File: src/rtl/seg_scan_mux_pkg.sv
// seg_pkg: shared types and constants for the 7-segment scan controller.
//   state_t     - scan FSM states
//   SEG_BLANK   - all segments off (active-low)
//   SEG_TABLE   - active-low {g,f,e,d,c,b,a} patterns for values 0..F
//   seg_encode  - value -> segment pattern, blanking 10..15 when hex is off
package seg_pkg;

  typedef enum logic {
    IDLE = 1'b0,
    SCAN = 1'b1
  } state_t;

  localparam logic [6:0] SEG_BLANK = 7'h7F;

  // Entry n holds the pattern for value n (packed, entry 15 is leftmost).
  localparam logic [15:0][6:0] SEG_TABLE = {
    7'h0E, 7'h06, 7'h21, 7'h46,   // F E d C
    7'h03, 7'h08, 7'h18, 7'h00,   // b A 9 8
    7'h78, 7'h02, 7'h12, 7'h19,   // 7 6 5 4
    7'h30, 7'h24, 7'h79, 7'h40    // 3 2 1 0
  };

  function automatic logic [6:0] seg_encode(input logic [3:0] value,
                                            input logic       hex_en);
    if (!hex_en && (value > 4'd9)) begin
      return SEG_BLANK;
    end
    return SEG_TABLE[value];
  endfunction

endpackage

File: src/rtl/seg_scan_mux_if.sv
// seg_scan_mux_if: digit sources in, board pins out.
//   enable      - 1 = scan, 0 = display dark
//   digits      - 4 bits per digit, digit 0 rightmost
//   dp_in       - decimal point request per digit
//   blink_mask  - 1 = digit blinks
//   anode       - active-low digit select
//   segs        - active-low {g,f,e,d,c,b,a}
//   dp_n        - active-low decimal point
//   frame_start - high while slot 0 is displayed
// master = datapath side, slave = scan controller.
interface seg_scan_mux_if #(
  parameter int unsigned NUM_DIGITS = 4
);
  logic                      enable;
  logic [4*NUM_DIGITS-1:0]   digits;
  logic [NUM_DIGITS-1:0]     dp_in;
  logic [NUM_DIGITS-1:0]     blink_mask;
  logic [NUM_DIGITS-1:0]     anode;
  logic [6:0]                segs;
  logic                      dp_n;
  logic                      frame_start;

  modport master (
    output enable, digits, dp_in, blink_mask,
    input  anode, segs, dp_n, frame_start
  );

  modport slave (
    input  enable, digits, dp_in, blink_mask,
    output anode, segs, dp_n, frame_start
  );
endinterface

File: src/rtl/seg_scan_mux_seg7_decode.sv
// seg7_decode: combinational 4-bit value -> active-low 7-segment pattern.
//   value - digit value 0..15
//   segs  - active-low {g,f,e,d,c,b,a}; 10..15 blank when HEX_EN = 0
module seg7_decode
  import seg_pkg::*;
#(
  parameter int unsigned HEX_EN = 1
) (
  input  logic [3:0] value,
  output logic [6:0] segs
);

  always_comb begin
    segs = seg_encode(value, HEX_EN != 0);
  end

endmodule

File: src/rtl/seg_scan_mux.sv
// seg_scan_mux: N-digit time-multiplexed 7-segment scan controller.
//   clk_70hz - scan clock, one digit slot per cycle
//   reset    - asynchronous, active-high
//   bus      - seg_scan_mux_if slave: digit/dp/blink inputs, anode/segs/dp_n/
//              frame_start outputs
// Inputs are snapshotted at frame boundaries so a frame never mixes old and
// new values. Outputs are combinational from registered state.
module seg_scan_mux
  import seg_pkg::*;
#(
  parameter int unsigned NUM_DIGITS   = 4,
  parameter int unsigned HEX_EN       = 1,
  parameter int unsigned BLANK_LZ     = 1,
  parameter int unsigned BLINK_FRAMES = 16
) (
  input  logic            clk_70hz,
  input  logic            reset,
  seg_scan_mux_if.slave   bus
);

  localparam int unsigned IDX_W = (NUM_DIGITS > 1) ? $clog2(NUM_DIGITS) : 1;
  localparam int unsigned FC_W  = (BLINK_FRAMES > 1) ? $clog2(BLINK_FRAMES) : 1;
  localparam logic [IDX_W-1:0] IDX_LAST = IDX_W'(NUM_DIGITS - 1);
  localparam logic [FC_W-1:0]  FC_LAST  = FC_W'(BLINK_FRAMES - 1);

  state_t                  state, state_next;
  logic [IDX_W-1:0]        idx, idx_next;
  logic [FC_W-1:0]         frame_cnt, frame_cnt_next;
  logic                    blink_phase, blink_phase_next;
  logic                    load;

  logic [4*NUM_DIGITS-1:0] snap_digits;
  logic [NUM_DIGITS-1:0]   snap_dp;
  logic [NUM_DIGITS-1:0]   snap_blink;

  always_ff @(posedge clk_70hz or posedge reset) begin
    if (reset) begin
      state       <= IDLE;
      idx         <= '0;
      frame_cnt   <= '0;
      blink_phase <= 1'b0;
      snap_digits <= '0;
      snap_dp     <= '0;
      snap_blink  <= '0;
    end else begin
      state       <= state_next;
      idx         <= idx_next;
      frame_cnt   <= frame_cnt_next;
      blink_phase <= blink_phase_next;
      if (load) begin
        snap_digits <= bus.digits;
        snap_dp     <= bus.dp_in;
        snap_blink  <= bus.blink_mask;
      end
    end
  end

  always_comb begin
    state_next       = state;
    idx_next         = idx;
    frame_cnt_next   = frame_cnt;
    blink_phase_next = blink_phase;
    load             = 1'b0;
    unique case (state)
      IDLE: begin
        if (bus.enable) begin
          state_next = SCAN;
          idx_next   = '0;
          load       = 1'b1;
        end
      end
      SCAN: begin
        if (!bus.enable) begin
          state_next = IDLE;
          idx_next   = '0;
        end else if (idx == IDX_LAST) begin
          idx_next = '0;
          load     = 1'b1;
          if (frame_cnt == FC_LAST) begin
            frame_cnt_next   = '0;
            blink_phase_next = ~blink_phase;
          end else begin
            frame_cnt_next = frame_cnt + FC_W'(1);
          end
        end else begin
          idx_next = idx + IDX_W'(1);
        end
      end
      default: begin
        state_next = IDLE;
        idx_next   = '0;
      end
    endcase
  end

  // lz[i] is set when snapshot digits i..NUM_DIGITS-1 are all zero; built
  // from the most significant digit downward. Digit 0 is never blanked.
  logic [NUM_DIGITS-1:0] lz;
  logic                  zero_run;

  always_comb begin
    lz       = '0;
    zero_run = 1'b1;
    for (int unsigned i = NUM_DIGITS - 1; i >= 1; i--) begin
      zero_run = zero_run & (snap_digits[4*i +: 4] == 4'd0);
      lz[i]    = zero_run;
    end
  end

  logic [3:0] digit_sel;
  logic [6:0] dec_segs;

  always_comb begin
    digit_sel = snap_digits[4*int'(idx) +: 4];
  end

  seg7_decode #(
    .HEX_EN (HEX_EN)
  ) u_decode (
    .value (digit_sel),
    .segs  (dec_segs)
  );

  logic [NUM_DIGITS-1:0] anode_o;
  logic [6:0]            segs_o;
  logic                  dp_n_o;
  logic                  frame_start_o;
  logic                  blanked;
  logic                  suppressed;

  always_comb begin
    anode_o       = '1;
    segs_o        = SEG_BLANK;
    dp_n_o        = 1'b1;
    frame_start_o = 1'b0;
    blanked       = (BLANK_LZ != 0) && lz[idx];
    suppressed    = blink_phase && snap_blink[idx];
    if (state == SCAN) begin
      frame_start_o = (idx == '0);
      if (!suppressed) begin
        anode_o[idx] = 1'b0;
        segs_o       = blanked ? SEG_BLANK : dec_segs;
        dp_n_o       = ~snap_dp[idx];
      end
    end
  end

  assign bus.anode       = anode_o;
  assign bus.segs        = segs_o;
  assign bus.dp_n        = dp_n_o;
  assign bus.frame_start = frame_start_o;

endmodule

File: src/flat_wrapper.sv
// flat-port wrapper written by rule: the top's interface ports become plain ports
module seg_scan_mux_flat import seg_pkg::*;
#(
  parameter int unsigned NUM_DIGITS   = 4,
  parameter int unsigned HEX_EN       = 1,
  parameter int unsigned BLANK_LZ     = 1,
  parameter int unsigned BLINK_FRAMES = 16
)
  (clk_70hz, reset, bus_enable, bus_digits, bus_dp_in, bus_blink_mask, bus_anode, bus_segs, bus_dp_n, bus_frame_start);
  seg_scan_mux_if #(.NUM_DIGITS(NUM_DIGITS)) bus_i ();
  input  logic clk_70hz;
  input  logic reset;
  input wire logic [$bits(bus_i.enable)-1:0] bus_enable;
  input wire logic [$bits(bus_i.digits)-1:0] bus_digits;
  input wire logic [$bits(bus_i.dp_in)-1:0] bus_dp_in;
  input wire logic [$bits(bus_i.blink_mask)-1:0] bus_blink_mask;
  output wire logic [$bits(bus_i.anode)-1:0] bus_anode;
  output wire logic [$bits(bus_i.segs)-1:0] bus_segs;
  output wire logic [$bits(bus_i.dp_n)-1:0] bus_dp_n;
  output wire logic [$bits(bus_i.frame_start)-1:0] bus_frame_start;
  assign bus_i.enable = bus_enable;
  assign bus_i.digits = bus_digits;
  assign bus_i.dp_in = bus_dp_in;
  assign bus_i.blink_mask = bus_blink_mask;
  assign bus_anode = bus_i.anode;
  assign bus_segs = bus_i.segs;
  assign bus_dp_n = bus_i.dp_n;
  assign bus_frame_start = bus_i.frame_start;
  seg_scan_mux #(.NUM_DIGITS(NUM_DIGITS), .HEX_EN(HEX_EN), .BLANK_LZ(BLANK_LZ), .BLINK_FRAMES(BLINK_FRAMES)) u_core (.clk_70hz(clk_70hz), .reset(reset), .bus(bus_i));
endmodule
File: config.mk
export PLATFORM = sky130hd
export DESIGN_NAME = seg_scan_mux_flat
export DESIGN_NICKNAME = d
export VERILOG_FILES = /design/src/rtl/seg_scan_mux_pkg.sv /design/src/rtl/seg_scan_mux_if.sv /design/src/rtl/seg_scan_mux_seg7_decode.sv /design/src/rtl/seg_scan_mux.sv /design/src/flat_wrapper.sv
export SDC_FILE = /design/constraint.sdc
export NUM_CORES = 1
export LEC_CHECK = 0
export ABC_AREA = 0
export ABC_CLOCK_PERIOD_IN_PS = 2300
export CORE_UTILIZATION = 40
export DETAILED_ROUTE_END_ITERATION = 7
export GPL_ROUTABILITY_DRIVEN = 0
export MAX_ROUTING_LAYER = met4
export PLACE_DENSITY = 0.7
export SLEW_MARGIN = 10
export SYNTH_ARGS = -nofsm -noshare
export SYNTH_HDL_FRONTEND = slang
export SYNTH_SLANG_ARGS = --single-unit
File: constraint.sdc
create_clock -name clk_70hz -period 2.3 [get_ports clk_70hz]
set_clock_uncertainty 0.2 [all_clocks]
set_input_delay 0.23 -clock clk_70hz [delete_from_list [all_inputs] [get_ports clk_70hz]]
set_output_delay 0.23 -clock clk_70hz [all_outputs]
set_load 0.005 [all_outputs]
==> flow_summary.json, run 1 <==
{
  "ys_seq_elements": 32,
  "power_density_nw_per_um2": 718,
  "synth_xor_area_share_pct": 1.47,
  "first_pass_iters": 4,
  "synth.area.top_cells": "dfrtp_1 (45%), mux2_2 (15%), ha_1 (7.0%), mux4_1 (4.4%), nand2_1 (4.0%)",
  "switching_share_pct": 31.3,
  "path_class": "flop to primary output",
  "power_mw": 2.02,
  "rr_startpoint": "u_core.idx[0]$_DFFE_PP0P_",
  "yosysWarnings": 0,
  "nFillCells": 319,
  "synth_area_sq_um": 1790,
  "routedWlPerCell_microns": 17.2,
  "finalWirelength_mm": 4.94,
  "cts-root-buf": "clkbuf_8",
  "die_y_microns": 68.9,
  "power.share.clock_pct": 22.0,
  "antenna_cells": 0,
  "cts_tree": "built",
  "synthCells": 150,
  "via_per_inst": 5.38,
  "synth_top_family_by_area": "multiplexers",
  "layout.nets": 273,
  "seqPwrFrac_pct": 34.4,
  "r2r_end": "u_core.snap_digits[2]$_DFFE_PP0P_",
  "io_pins": 40,
  "cp-endpoint": "bus_segs[0]",
  "relSlewSlack_pct": 72.5,
  "grt_util_all_layers_pct": 24.4,
  "crit_top_cell": "buf_6",
  "drcViolationCount": 0,
  "fin_cells": 287,
  "crit_path_end_kind": "primary output",
  "core_sq_um": 4140,
  "grt_max_degree": 33,
  "reg2reg_depth": 6,
  "dieArea_sq_um": 4750,
  "p_int_mw": 1.39,
  "reg2reg_slack_ns": 0.26,
  "syn_avg_cell_area_sq_um": 11.9,
  "finalCritPeriodShare_pct": 113,
  "cts.sinks": 32,
  "synth_top_area_share_pct": 44.7,
  "die_x_microns": 68.9,
  "slowest_stage": "mux4_2",
  "drive_gt1_share_pct": 51.9,
  "fin_crit_ns": 2.60,
  "switchingPower_mw": 0.634,
  "synth-compound-area-share_pct": 8.04,
  "clock_tree.htree_level_count": 2,
  "antenna_left": 0,
  "antenna_found_initial": 0,
  "setup_viol": 12,
  "crit_chain": "buf_6 > mux4_2 > buf_6 > or3b_1 > o221ai_2 > nand2_1 > buf_2",
  "synth_fp_nets": 187,
  "drv_cap": 0,
  "status": "complete, but fails checks",
  "final_cell_mix": "buf_4 (33), dfrtp_1 (31), clkdlybuf4s50_1 (26)",
  "rsz0062_at_grt": "yes",
  "finalWorstSetupSlack_ns": -0.301,
  "initial_core_util_pct": 43.2,
  "slowest_delay_ns": 0.53,
  "cts_buffers": 5,
  "grt_pass1_vias": 1628,
  "ir_drop_uv": 459,
  "synthDistinctLibCells": 34,
  "cp.arrival_ns": 2.17,
  "hp-class": "input pin to asynchronous set/reset pin",
  "path_max_fanout": 6,
  "dr_total_vias": 1543,
  "dpl.cell_count": 259,
  "synth_top_area_cell": "dfrtp_1",
  "comb_power_share_pct": 43.6,
  "drt_iter0_markers": 21,
  "grt_overflow_total": 0,
  "synth-simple-area-share_pct": 10.3,
  "violations": "setup timing",
  "port_buffers": 39,
  "hpwl_mm": 3.15,
  "placementRows": 23,
  "finalMaxSlewViolations": 0,
  "p_leak_nw": 1.24,
  "hold_viol_final": 0,
  "cp.required_ns": 1.87,
  "synth_adder_area_share_pct": 6.99,
  "worst_pin_slew_ns": 0.412,
  "tns_ns": -2.50,
  "final_common_cell": "buf_4",
  "synth-edff-count": 0,
  "cp-start-kind": "flop",
  "clk_latency_ns": 0.28,
  "synthMuxAreaShare_pct": 24.4,
  "clkSlewWorstSetupHoldPaths_ns": 0.06,
  "synthFlopType": "dfrtp_1",
  "grt_pass1_wl_mm": 7.85,
  "crit_start": "u_core.idx[0]$_DFFE_PP0P_",
  "clockBufferDepth": 2,
  "synthArstFlopShare_pct": 100,
  "max_freq_mhz": 384,
  "yosysSeqAreaShare_pct": 44.7,
  "area_growth_pct": 57.4
}
[registers in the layout (all words and copies together), names as in the netlist]
| name | flops |
|---|---|
| u_core.blink_phase | 1 |
| u_core.snap_digits | 16 |
| u_core.state | 1 |
| u_core.frame_cnt | 4 |
| u_core.snap_dp | 4 |
| u_core.snap_blink | 4 |
| u_core.idx | 2 |
[Yosys cell counts, drive strengths merged (2+ instances only)]
library cell / n
o221ai: 5
nor4: 2
xor2: 2
nor2b: 2
ha: 10
nand3: 3
a21oi: 6
buf: 6
mux2i: 2
inv: 8
o211ai: 2
o21ai: 5
dfrtp: 32
nand2: 19
nor2: 3
mux2: 24
mux4: 6
[worst min-delay path by stage]
stage               slack [ns]                              from                                to  depth (start not counted)
floorplan                 0.06                        bus_enable            u_core.state$_DFF_PP0_                          0
global placement          0.27   u_core.frame_cnt[3]$_DFFE_PP0P_   u_core.frame_cnt[3]$_DFFE_PP0P_                          1
detailed placement        0.29  u_core.snap_blink[0]$_DFFE_PP0P_  u_core.snap_blink[0]$_DFFE_PP0P_                          1
CTS                       0.14                             reset  u_core.snap_blink[1]$_DFFE_PP0P_                          3
global route              0.16                             reset  u_core.snap_blink[2]$_DFFE_PP0P_                          3
finish                    0.13                             reset  u_core.snap_blink[3]$_DFFE_PP0P_                          3
[through the flow]
stage / util [%] / area (sq um) / setup slack (ns) / hold WS (ns)
2_1_floorplan: - / 1790 / 0.0447 / 0.0614
3_3_place_gp: 58.1 / 2410 / -0.312 / 0.273
3_5_place_dp: 58.1 / 2410 / -0.405 / 0.294
4_1_cts: 65.4 / 2710 / -0.322 / 0.141
5_1_grt: 68.0 / 2820 / -0.376 / 0.159
6_report: 68.0 / 2820 / -0.301 / 0.127
[cell families (layout without fill, tap and decap cells)]
kind of cell / count (synthesis) / in the layout
compound gates: 21 / 21
simple gates: 38 / 38
xor+xnor: 3 / 3
mux: 32 / 32
buf+inv: 14 / 101
flops: 32 / 32
fa+ha+maj: 10 / 10
[what timing repair did]
item / in CTS / in global routing
resized for setup: 82 / 17
hold endpoints to repair: 0 / 0
hold buffers: 0 / 0
buffers inserted: 15 / 6
gates cloned: 0 / 0
pin swaps: 12 / 7
setup endpoints to repair: 12 / 13
[worst max-delay path: cells and delay by family, from the launching register on]
family	cells	cell delay, ns
muxes	1	0.53
buffers and inverters	3	0.41
and+or+nand+nor	2	0.46
AOI/OAI and AO/OA	1	0.08
DFF	1	0.41
[layout make-up]
cell class	instances	area [sq um]	share of cell area [%]
sequential	32	802	28.5
multi-input combinational	104	1080	38.4
tap	50	62.6	2.22
timing repair buffer	85	748	26.5
clock buffer	8	90.1	3.20
inverter	8	32.5	1.15
[power groups by stage]
| stage | Sequential (mW) | Combinational, mW | Clock (mW) |
|---|---|---|---|
| after floorplan | 0.683 | 0.341 | 0 |
| after global placement | 0.697 | 0.599 | 0 |
| after detailed placement | 0.704 | 0.630 | 0 |
| after CTS | 0.694 | 0.767 | 0.458 |
| after global routing | 0.704 | 0.941 | 0.487 |
| final | 0.696 | 0.883 | 0.445 |
[metal layers]
metal / global-route usage [%] / part of all wire (%) / vias up
met4: 11.5 / 4.1 / 0
met3: 5.59 / 3.2 / 18
li1: - / - / 714
met2: 43.2 / 54 / 46
met1: 25.6 / 38 / 765
met5: - / 0 / -
Note: power is estimated with default switching activity, not from simulation.
==> run 2: changes to the inputs <==
--- a/config.mk
+++ b/config.mk
@@ -7,6 +7,7 @@
 export LEC_CHECK = 0
 export ABC_AREA = 0
 export ABC_CLOCK_PERIOD_IN_PS = 2300
+export CORE_ASPECT_RATIO = 0.8
 export CORE_UTILIZATION = 40
 export DETAILED_ROUTE_END_ITERATION = 7
 export GPL_ROUTABILITY_DRIVEN = 0
==> flow_summary.json, run 2 (same netlist as run 1, synthesis figures left out) <==
{
  "status": "complete, but fails checks",
  "violations": "setup timing",
  "multi_input_area_sq_um": 1050,
  "p_int_mw": 1.32,
  "finalCritPeriodShare_pct": 112,
  "cp-start-kind": "flop",
  "port_buffers": 39,
  "antenna_left": 0,
  "max_freq_mhz": 390,
  "setup_viol": 9,
  "final_common_cell": "dfrtp_1",
  "power_density_nw_per_um2": 700,
  "comb_power_share_pct": 40.3,
  "register_area_sq_um": 803,
  "ir_drop_uv": 558,
  "layout.nets": 266,
  "core_sq_um": 4230,
  "switchingPower_mw": 0.586,
  "hp-class": "input pin to asynchronous set/reset pin",
  "finalWorstSetupSlack_ns": -0.266,
  "grt_overflow_total": 0,
  "cts_buffers": 5,
  "p_leak_nw": 1.18,
  "clkSlewWorstSetupHoldPaths_ns": 0.06,
  "final_cell_mix": "dfrtp_1 (30), buf_4 (29), clkdlybuf4s50_1 (26)",
  "finalWirelength_mm": 4.40,
  "die_x_microns": 76.8,
  "slowest_delay_ns": 0.54,
  "fin_crit_ns": 2.57,
  "grt_max_degree": 33,
  "cp.required_ns": 1.87,
  "drv_cap": 0,
  "initial_core_util_pct": 42.3,
  "relSlewSlack_pct": 72.6,
  "drive_gt1_share_pct": 50.4,
  "clockBufferDepth": 2,
  "dr_total_vias": 1485,
  "die_y_microns": 61.8,
  "grt_pass1_vias": 1549,
  "cts_tree": "built",
  "holdWs_ns": 0.126,
  "switching_share_pct": 30.8,
  "antenna_found_initial": 0,
  "cts.sinks": 32,
  "antenna_cells": 0,
  "rsz0062_at_grt": "yes",
  "clk_latency_ns": 0.28,
  "crit_chain": "mux4_2 > buf_6 > ha_4 > or3b_1 > o221ai_2 > nand2_1 > buf_2",
  "clock_tree.htree_level_count": 2,
  "drt_iter0_markers": 32,
  "worst_pin_slew_ns": 0.410,
  "grt_pass1_wl_mm": 7.22,
  "crit_path_end_kind": "primary output",
  "power.share.clock_pct": 23.2,
  "drcViolationCount": 0,
  "largest_register_ffs": 16,
  "cp.arrival_ns": 2.14,
  "hpwl_mm": 3.15,
  "dieArea_sq_um": 4750,
  "io_pins": 40,
  "dp_slack_ns": -0.395,
  "regMostFlops": "u_core.snap_digits",
  "via_per_inst": 5.17,
  "cts-root-buf": "clkbuf_8",
  "area_growth_pct": 51.9,
  "slowest_stage": "mux4_2",
  "first_pass_iters": 4,
  "path_class": "flop to primary output",
  "placementRows": 21,
  "routedWlPerCell_microns": 15.3,
  "seqPwrFrac_pct": 36.5,
  "finalMaxSlewViolations": 0,
  "grt_util_all_layers_pct": 21.3,
  "path_max_fanout": 4,
  "hold_viol_final": 0,
  "nFillCells": 329
}
## run 2: timing repair
action	in CTS	in global routing
setup buffers	13	3
pin swaps	11	8
endpoints found under the setup margin	12	32
resized for setup	77	17
hold buffers	0	0
## run 2: final timing paths
kind / depth (start not counted) / slack, ns / start / end
worst max-delay path: 7 / -0.27 / u_core.idx[1]$_DFFE_PP0P_ / bus_segs[0]
worst min-delay path: 3 / 0.13 / reset / u_core.snap_digits[14]$_DFFE_PP0P_
worst max register to register: 6 / 0.15 / u_core.idx[0]$_DFFE_PP0P_ / u_core.snap_dp[3]$_DFFE_PP0P_
worst min register to register: 1 / 0.30 / u_core.frame_cnt[3]$_DFFE_PP0P_ / u_core.frame_cnt[3]$_DFFE_PP0P_
max in group asynchronous: 3 / 1.45 / reset / u_core.idx[0]$_DFFE_PP0P_
min in group clk_70hz: 1 / 0.30 / u_core.frame_cnt[3]$_DFFE_PP0P_ / u_core.frame_cnt[3]$_DFFE_PP0P_
## run 2: layout make-up
class / instances / area share [%]
Multi-Input combinational cell: 104 / 38.7
Sequential cell: 32 / 29.5
Timing Repair Buffer: 78 / 24.5
Clock buffer: 6 / 3.04
Tap cell: 57 / 2.62
Inverter: 8 / 1.29
Clock inverter: 2 / 0.368
## run 2: power by group through the flow
stage | logic [mW] | registers (mW) | clock network (mW)
after global routing | 0.831 | 0.704 | 0.478
after CTS | 0.697 | 0.693 | 0.456
after global placement | 0.575 | 0.696 | 0
after floorplan | 0.341 | 0.683 | 0
after detailed placement | 0.607 | 0.702 | 0
final | 0.767 | 0.694 | 0.442
## run 2: per-stage QoR
step | TNS, ns | std cells | power (mW) | cell area (sq um) | utilization (%)
after floorplan | 0 | 150 | 1.02 | 1790 | -
after global placement | -1.75 | 264 | 1.27 | 2390 | 56.5
after detailed placement | -2.57 | 264 | 1.31 | 2390 | 56.5
after CTS | -2.17 | 285 | 1.85 | 2640 | 62.4
after global routing | -2.66 | 287 | 2.01 | 2720 | 64.3
final | -1.64 | 287 | 1.90 | 2720 | 64.3
## run 2: layer usage
| metal | global-route usage, % | up-vias | wire (microns) |
|---|---|---|---|
| met5 | - | - | 0 |
| met4 | 11.0 | 0 | 112 |
| met3 | 5.26 | 11 | 159 |
| met2 | 40.7 | 41 | 2400 |
| met1 | 20.9 | 729 | 1730 |
| li1 | - | 704 | - |
## run 2: critical path: cells and delay by family, from the launching register on
| family | cells | cell delay, ns |
|---|---|---|
| multiplexers | 1 | 0.54 |
| buffers and inverters | 2 | 0.27 |
| AND/OR/NAND/NOR | 2 | 0.41 |
| adder cells (fa/ha/maj) | 1 | 0.15 |
| flip-flops | 1 | 0.40 |
| AO/OA/AOI/OAI | 1 | 0.06 |
==> run 3: changes to the inputs <==
--- a/config.mk
+++ b/config.mk
@@ -5,15 +5,14 @@
 export SDC_FILE = /design/constraint.sdc
 export NUM_CORES = 1
 export LEC_CHECK = 0
-export ABC_AREA = 0
 export ABC_CLOCK_PERIOD_IN_PS = 2300
 export CORE_ASPECT_RATIO = 0.8
 export CORE_UTILIZATION = 40
 export DETAILED_ROUTE_END_ITERATION = 7
-export GPL_ROUTABILITY_DRIVEN = 0
+export GPL_ROUTABILITY_DRIVEN = 1
 export MAX_ROUTING_LAYER = met4
 export PLACE_DENSITY = 0.7
-export SLEW_MARGIN = 10
+export SLEW_MARGIN = 5
 export SYNTH_ARGS = -nofsm -noshare
 export SYNTH_HDL_FRONTEND = slang
 export SYNTH_SLANG_ARGS = --single-unit
==> results of run 3 <==
Same layout as run 2: the final DEF is identical, and so are final timing and power.
